**src/rtl/button_conditioner_pkg.sv**
```systemverilog
// Shared game definitions: debounce FSM states and button index map.
package button_conditioner_pkg;

  // Per-channel debounce state; level is 1 only in HELD and RELEASE_WAIT.
  typedef enum logic [1:0] {
    IDLE         = 2'd0,
    PRESS_WAIT   = 2'd1,
    HELD         = 2'd2,
    RELEASE_WAIT = 2'd3
  } btn_state_e;

  // Bit positions inside the 3-bit button bus.
  localparam int unsigned BTN_LEFT  = 0;
  localparam int unsigned BTN_RIGHT = 1;
  localparam int unsigned BTN_JUMP  = 2;
  localparam int unsigned BTN_COUNT = 3;

endpackage

```
**src/rtl/button_conditioner_channel.sv**
```systemverilog
// One conditioned input: synchronizer, debounce FSM with saturating counter,
// and a single-cycle pulse on each accepted 0->1 level change.
module debounce_channel
  import button_conditioner_pkg::*;
#(
  parameter int unsigned DEBOUNCE_CYCLES = 400000,
  parameter int unsigned SYNC_STAGES     = 2
) (
  input  logic clk_i,
  input  logic rst_i,
  input  logic raw_i,
  output logic level_o,
  output logic pulse_o
);

  localparam int unsigned CNT_W    = (DEBOUNCE_CYCLES > 1) ? $clog2(DEBOUNCE_CYCLES) : 1;
  // The cycle that would bring the count to DEBOUNCE_CYCLES-1 takes the
  // transition instead, so the input has been sampled stable DEBOUNCE_CYCLES times.
  localparam int unsigned CNT_LAST = (DEBOUNCE_CYCLES > 1) ? DEBOUNCE_CYCLES - 2 : 0;

  logic [SYNC_STAGES-1:0] sync_q;
  logic                   in_s;
  btn_state_e             state_q;
  logic [CNT_W-1:0]       cnt_q;
  logic                   level_q;
  logic                   level_dly_q;
  logic                   pulse_q;

  assign in_s    = sync_q[SYNC_STAGES-1];
  assign level_o = level_q;
  assign pulse_o = pulse_q;

  // Synchronizer chain for the asynchronous raw input.
  always_ff @(posedge clk_i) begin
    if (rst_i) begin
      sync_q <= '0;
    end else begin
      sync_q[0] <= raw_i;
      for (int i = 1; i < int'(SYNC_STAGES); i++) begin
        sync_q[i] <= sync_q[i-1];
      end
    end
  end

  // Debounce FSM; counter only advances below CNT_LAST so it can never wrap.
  always_ff @(posedge clk_i) begin
    if (rst_i) begin
      state_q <= IDLE;
      cnt_q   <= '0;
      level_q <= 1'b0;
    end else begin
      case (state_q)
        IDLE: begin
          if (in_s) begin
            state_q <= PRESS_WAIT;
            cnt_q   <= '0;
          end
        end
        PRESS_WAIT: begin
          if (!in_s) begin
            state_q <= IDLE;
            cnt_q   <= '0;
          end else if (cnt_q == CNT_W'(CNT_LAST)) begin
            state_q <= HELD;
            cnt_q   <= '0;
            level_q <= 1'b1;
          end else begin
            cnt_q <= cnt_q + CNT_W'(1);
          end
        end
        HELD: begin
          if (!in_s) begin
            state_q <= RELEASE_WAIT;
            cnt_q   <= '0;
          end
        end
        RELEASE_WAIT: begin
          if (in_s) begin
            state_q <= HELD;
            cnt_q   <= '0;
          end else if (cnt_q == CNT_W'(CNT_LAST)) begin
            state_q <= IDLE;
            cnt_q   <= '0;
            level_q <= 1'b0;
          end else begin
            cnt_q <= cnt_q + CNT_W'(1);
          end
        end
        default: begin
          state_q <= IDLE;
          cnt_q   <= '0;
          level_q <= 1'b0;
        end
      endcase
    end
  end

  // Rising-level detector: pulse in the cycle after the level goes high.
  always_ff @(posedge clk_i) begin
    if (rst_i) begin
      level_dly_q <= 1'b0;
      pulse_q     <= 1'b0;
    end else begin
      level_dly_q <= level_q;
      pulse_q     <= level_q & ~level_dly_q;
    end
  end

endmodule

```
**src/rtl/button_conditioner.sv**
```systemverilog
// Conditions the board buttons and slide switch into debounced levels and
// press pulses for the player and game-FSM blocks.
module button_conditioner
  import button_conditioner_pkg::*;
#(
  parameter int unsigned DEBOUNCE_CYCLES = 400000,
  parameter int unsigned SYNC_STAGES     = 2
) (
  input  logic       clock,
  input  logic       reset,
  input  logic [2:0] btn_raw,
  input  logic       sw_raw,
  input  logic       game_active,
  output logic [2:0] btn_level,
  output logic       move_left_pulse,
  output logic       move_right_pulse,
  output logic       jump_pulse,
  output logic       start_pulse,
  output logic       slide_hold
);

  logic [BTN_COUNT-1:0] btn_pulse;
  logic                 sw_pulse_unused;

  debounce_channel #(
    .DEBOUNCE_CYCLES (DEBOUNCE_CYCLES),
    .SYNC_STAGES     (SYNC_STAGES)
  ) u_left (
    .clk_i   (clock),
    .rst_i   (reset),
    .raw_i   (btn_raw[BTN_LEFT]),
    .level_o (btn_level[BTN_LEFT]),
    .pulse_o (btn_pulse[BTN_LEFT])
  );

  debounce_channel #(
    .DEBOUNCE_CYCLES (DEBOUNCE_CYCLES),
    .SYNC_STAGES     (SYNC_STAGES)
  ) u_right (
    .clk_i   (clock),
    .rst_i   (reset),
    .raw_i   (btn_raw[BTN_RIGHT]),
    .level_o (btn_level[BTN_RIGHT]),
    .pulse_o (btn_pulse[BTN_RIGHT])
  );

  debounce_channel #(
    .DEBOUNCE_CYCLES (DEBOUNCE_CYCLES),
    .SYNC_STAGES     (SYNC_STAGES)
  ) u_jump (
    .clk_i   (clock),
    .rst_i   (reset),
    .raw_i   (btn_raw[BTN_JUMP]),
    .level_o (btn_level[BTN_JUMP]),
    .pulse_o (btn_pulse[BTN_JUMP])
  );

  // The slide switch is a level control only; its pulse is discarded.
  debounce_channel #(
    .DEBOUNCE_CYCLES (DEBOUNCE_CYCLES),
    .SYNC_STAGES     (SYNC_STAGES)
  ) u_slide (
    .clk_i   (clock),
    .rst_i   (reset),
    .raw_i   (sw_raw),
    .level_o (slide_hold),
    .pulse_o (sw_pulse_unused)
  );

  // Left/right pass straight through; the player block arbitrates.
  assign move_left_pulse  = btn_pulse[BTN_LEFT];
  assign move_right_pulse = btn_pulse[BTN_RIGHT];

  // Start/jump steered by game_active in the pulse cycle; mutually exclusive.
  assign jump_pulse  = btn_pulse[BTN_JUMP] &  game_active;
  assign start_pulse = btn_pulse[BTN_JUMP] & ~game_active;

endmodule

```
**config.mk**
```make
export PLATFORM = sky130hd
export DESIGN_NAME = button_conditioner
export DESIGN_NICKNAME = d
export VERILOG_FILES = /design/src/rtl/button_conditioner_pkg.sv /design/src/rtl/button_conditioner_channel.sv /design/src/rtl/button_conditioner.sv
export SDC_FILE = /design/constraint.sdc
export NUM_CORES = 1
export LEC_CHECK = 0
export CORE_MARGIN = 2
export CORE_UTILIZATION = 64
export CTS_BUF_LIST = sky130_fd_sc_hd__clkbuf_4
export CTS_CLUSTER_SIZE = 40
export DETAILED_ROUTE_END_ITERATION = 7
export PLACE_DENSITY = 0.82
export RECOVER_POWER = 50
export SLEW_MARGIN = 10
export SYNTH_ARGS = -nofsm -noshare
export SYNTH_HDL_FRONTEND = slang
export SYNTH_SLANG_ARGS = --single-unit
export TNS_END_PERCENT = 10
```
**constraint.sdc**
```tcl
create_clock -name clock -period 2.5 [get_ports clock]
set_input_delay 0.375 -clock clock [delete_from_list [all_inputs] [get_ports clock]]
set_output_delay 0.375 -clock clock [all_outputs]
set_load 0.005 [all_outputs]
```
**After elaboration in Yosys (flattened, before gate mapping)**

Index checks and enable logic that the tools add are counted.
Widths: inputs -> output; s select.

- Register bits after elaboration: 102
- Output and inout port bits: 8
- Logic and storage cells: 175

- Add/sub/neg operators: 4
- Eq/ne operators: 48
- Muxes and demuxes: 72
- Bitwise logic cells: 9
- Reductions and logical operators: 20

Operator list:

| kind | count |
|---|---|
| $mux 19 | 20 |
| $pmux 19 s4 | 4 |
| $add 19x1->19 const B | 4 |
| $eq 19x19->1 const B | 4 |
| $mux 2 | 24 |
| $ne 2x1->1 const B | 16 |
| $pmux 2 s4 | 4 |
| $reduce_and 5->1 | 4 |
| $eq 2x2->1 const B | 8 |
| $mux 1 | 16 |
| $ne 2x2->1 const B | 8 |
| $reduce_and 4->1 | 4 |
| $ne 3x1->1 const B | 4 |
| $ne 3x3->1 const B | 4 |
| $eq 2x1->1 const B | 4 |
| $logic_not 2->1 | 4 |
| $pmux 1 s2 | 4 |
| $reduce_and 2->1 | 4 |
| $reduce_bool 2->1 | 4 |
| $and 1x1->1 | 5 |
| $not 1->1 | 4 |

**Longest topological paths before layout**

Gate-level depths: netlist (run 1).

- Depth in word-level cells: 4
- Depth in mapped cells: 8

**Modules after synthesis**

A second synthesis (run 1) with hierarchy kept.

- Cells, all modules: 611
- Area, all modules: 5,261.3 um2

By module, submodules not included:

| module | times used | cells each | area each (um2) | sequential area each (um2) |
|---|---|---|---|---|
| debounce_channel at u_jump ... | 2 | 157 | 1,317.5 | 520.5 |
| debounce_channel at u_slide | 1 | 152 | 1,316.3 | 520.5 |
| debounce_channel at u_left | 1 | 143 | 1,293.7 | 520.5 |
| button_conditioner | 1 | 2 | 16.3 | 0.0 |

**Least setup slack after synthesis (run 1)**

OpenSTA, ideal clock, no wires.

- Path kind: register to register
- Start point: reg u_jump.cnt_q[13]
- End point: reg u_jump.cnt_q[7]
- Arrival: 1.823 ns
- Data required time: 2.383 ns
- Setup slack: 0.560 ns
- Cell stages (with the launch flop): 6
- Cells stage by stage: dfxtp_1 or4b_4 nor4_2 a21oi_1 buf_2 a32o_1

- Longest elaborated chain between the ends: 4

RTL lines:

| item | RTL line | RTL |
|---|---|---|
| from (decl) | button_conditioner_channel.sv:24 | `logic [CNT_W-1:0] cnt_q;` |
| from (signal assigned) | button_conditioner_channel.sv:68 | `cnt_q <= cnt_q + CNT_W'(1);` |
| from (signal assigned) | button_conditioner_channel.sv:86 | `cnt_q <= cnt_q + CNT_W'(1);` |
| $eq 19x19->1 (*) | button_conditioner_channel.sv:63, button_conditioner_channel.sv:81 |  |
| $mux 19 (*) | button_conditioner_channel.sv:63, button_conditioner_channel.sv:81 |  |
| $mux 19 (on tied branches) | button_conditioner_channel.sv:78, button_conditioner_channel.sv:60 |  |
| $pmux 19 s4 (*) | button_conditioner_channel.sv:52 | `case (state_q)` |

Every way passes the cells marked *; elsewhere a longest branch is shown, timed or not.
A chain may end at the register's enable or synchronous reset.

==> summary.txt, run 1 <==
Most common cell in the synthesized netlist: dfxtp_1
Fmax: 0.446 GHz
Initial DRC Count: 182
Leak: 1.79 nW
Antenna viol nets, final: 0
Clock Skew: 13.4 ps
Max Cap Viol: 0
Final worst slack: 260 ps
Max Slew Vio Count: 0
Flop2flop setup slack: 260 ps
Synth warn: 0
Pin count of the biggest net entering global routing: 37
First-pass GRT wire length: 18.4 mm
Status: complete, no violations
Starting Density: 0.654
Most frequent cells after synthesis: 102 x dfxtp_1, 79 x nand2_1, 55 x nand3_1, 53 x a21oi_1, 34 x nor2_1
Total core area: 0.00765 mm^2
Setup Crit Path Kind: reg2reg
Die W: 92.4 um
Maximum fanout along the worst path: 32
Ant. Diodes: 0
Worst-Margin Slew: 1070 ps
Hold crit path type: reg2reg
Clock sink count: 102
Layout Cells excl Fill: 733
Max-slew headroom: 0.290
Root Driver: clkbuf_4
Top post-synthesis cells by area: dfxtp_1 41%, nand2_1 5.9%, nand3_1 5.5%
Port Buffers: 14
Fin crit share: 0.896
Register area share after synthesis: 0.408
Worst skew pair latency: 450 ps
Reg clk slew, reported paths: 160 ps
CTS Buffer Depth: 2
Post-synth EDFFs: 0
Arrival @ worst endpoint: 2620 ps
Mapped Cells: 614
RSZ-0062 raised after global routing: no
#FFs+latches synth: 102
Hold Buf Count CTS: 0
Routed len/inst: 14.5 um
Gr usage total: 0.259
Initial antenna violation count: 0
Fill cells: 613
Crit path required time: 2880 ps
Die Ht: 92.4 um
Place WS: 291 ps
DP HPWL: 7.39 mm
Total global routing overflow: 0
Vias/cell: 6.22
PD cells: 506 mW/mm^2
Startpoint types: flip-flop
Share of post-route cells with drive strength above 1: 0.0475
Post-synth top area share: 0.408
Pre-Repair DR Iteration Count: 5
Core Util, Final: 0.705
CTS tree: built
Dominant cell type by area after synthesis: dfxtp_1
DRC Markers: 0
IO Pins: 15
Dpl cells: 717
Final setup vio count: 0
DR vias: 4,561
Fin. Hold Viols: 0
NumNets Final: 641
Total CTS buffers: 9
WL final: 10.7 mm
H-Tree Depth: 3
GP Congestion: 0.874
Area growth, synth to finish: 7.68%
Main synth FF type: dfxtp_1
Setup TNS: 0 ps
Post-synthesis cell type count: 57
Mapped Avg Cell Area: 8.15 um^2
VDD IR max: 0.412 mV
Endpoint type of the worst setup path: flip-flop
Tmin final: 2240 ps
Vias in the first global route: 4,112
Mapped Area: 0.00500 mm^2
Syn Nets: 629
Dpl cell area: 0.00524 mm^2
Num rows: 32
Post-synth ARST share: 0
Design area: 0.00539 mm^2
Die area: 0.00854 mm^2
[what timing repair did]
action	in CTS	in global routing
endpoints found under the setup margin	0	1
buffers inserted	0	0
hold endpoints to repair	0	0
gates resized for setup	0	1
[metal layers]
metal	vias to the layer above	GRT usage	routed length [um]
li1	2287	-	-
met1	2138	0.344	4940
met2	126	0.422	5080
met3	10	0.0602	559
met4	0	0.0784	93
met5	-	0	0
[placed cells by master, fill, tap and decap left out, drive strengths merged, types with 4 or more instances in the layout]
cell	count
nand2b	6
mux2i	12
or4	4
inv	17
nor3	23
a21oi	53
nand4b	4
nor4	10
a211oi	5
nor2b	16
nand2	79
nand4	17
a31oi	29
o21ai	22
dlygate4sd3	8
clkdlybuf4s50	5
xor2	9
clkbuf	11
ha	8
nor2	34
buf	9
or3	18
xnor2	7
dfxtp	102
nand3	55
and3	11
and2	8
a22o	8
[metrics by stage]
step	power [mW]	hold WS [ps]
2_1_floorplan	1.74	367
3_3_place_gp	1.78	371
3_5_place_dp	1.78	375
4_1_cts	2.75	232
5_1_grt	2.84	413
6_report	2.73	381
[where the power goes]
| part | total, mW | leakage (nW) | internal [mW] | switching (mW) |
|---|---|---|---|---|
| Sequential | 1.65 | 0.823 | 1.64 | 0.00949 |
| Clock | 0.978 | 0.0825 | 0.409 | 0.569 |
| Combinational | 0.103 | 0.884 | 0.0352 | 0.0678 |
[flip-flops by register name, indices dropped and copies added (netlist names), 2 cells and up, named ones only]
| signal | flops |
|---|---|
| u_jump.cnt_q | 19 |
| u_jump.sync_q | 2 |
| u_left.cnt_q | 19 |
| u_left.sync_q | 2 |
| u_right.cnt_q | 19 |
| u_right.sync_q | 2 |
| u_slide.cnt_q | 19 |
| u_slide.sync_q | 2 |
[worst max-delay path, stage by stage, from the launching register on]
cell	delay [ps]
dfxtp_1	390
xor2_1	280
and3_1	210
o31a_1	840
o21ai_0	210
a31oi_1	230
[logic make-up after synthesis]
group           Yosys count  share of synthesized area
mux                      12                     0.0240
compound gates          142                      0.179
simple gates            295                      0.309
buf+inv                  39                     0.0327
xor+xnor                 16                     0.0280
flops                   102                      0.408
fa+ha+maj                 8                     0.0200
[final cells by class]
cell class	instances	area (um^2)	share of cell area
timing repair buffer	24	206	0.0383
clock buffer	9	67.6	0.0125
multi-input combinational	473	2790	0.517
tap	102	128	0.0237
inverter	16	60.1	0.0111
clock inverter	7	97.6	0.0181
sequential	102	2040	0.379
[worst paths after layout]
kind	from	endpoint	cells past startpoint
max	flip-flop	u_right.cnt_q[9]	5
min reg2reg	u_jump.level_dly_q	u_jump.pulse_o	1
max reg2reg	flip-flop	u_right.cnt_q[9]	5
min	u_jump.level_dly_q	u_jump.pulse_o	1
Power figures use the tool's default switching activity.
==> inputs of run 2 (changes only) <==
TNS_END_PERCENT = default   (was 10)
==> results of run 2 <==
Final layout, timing and power as in run 1 (identical DEF).
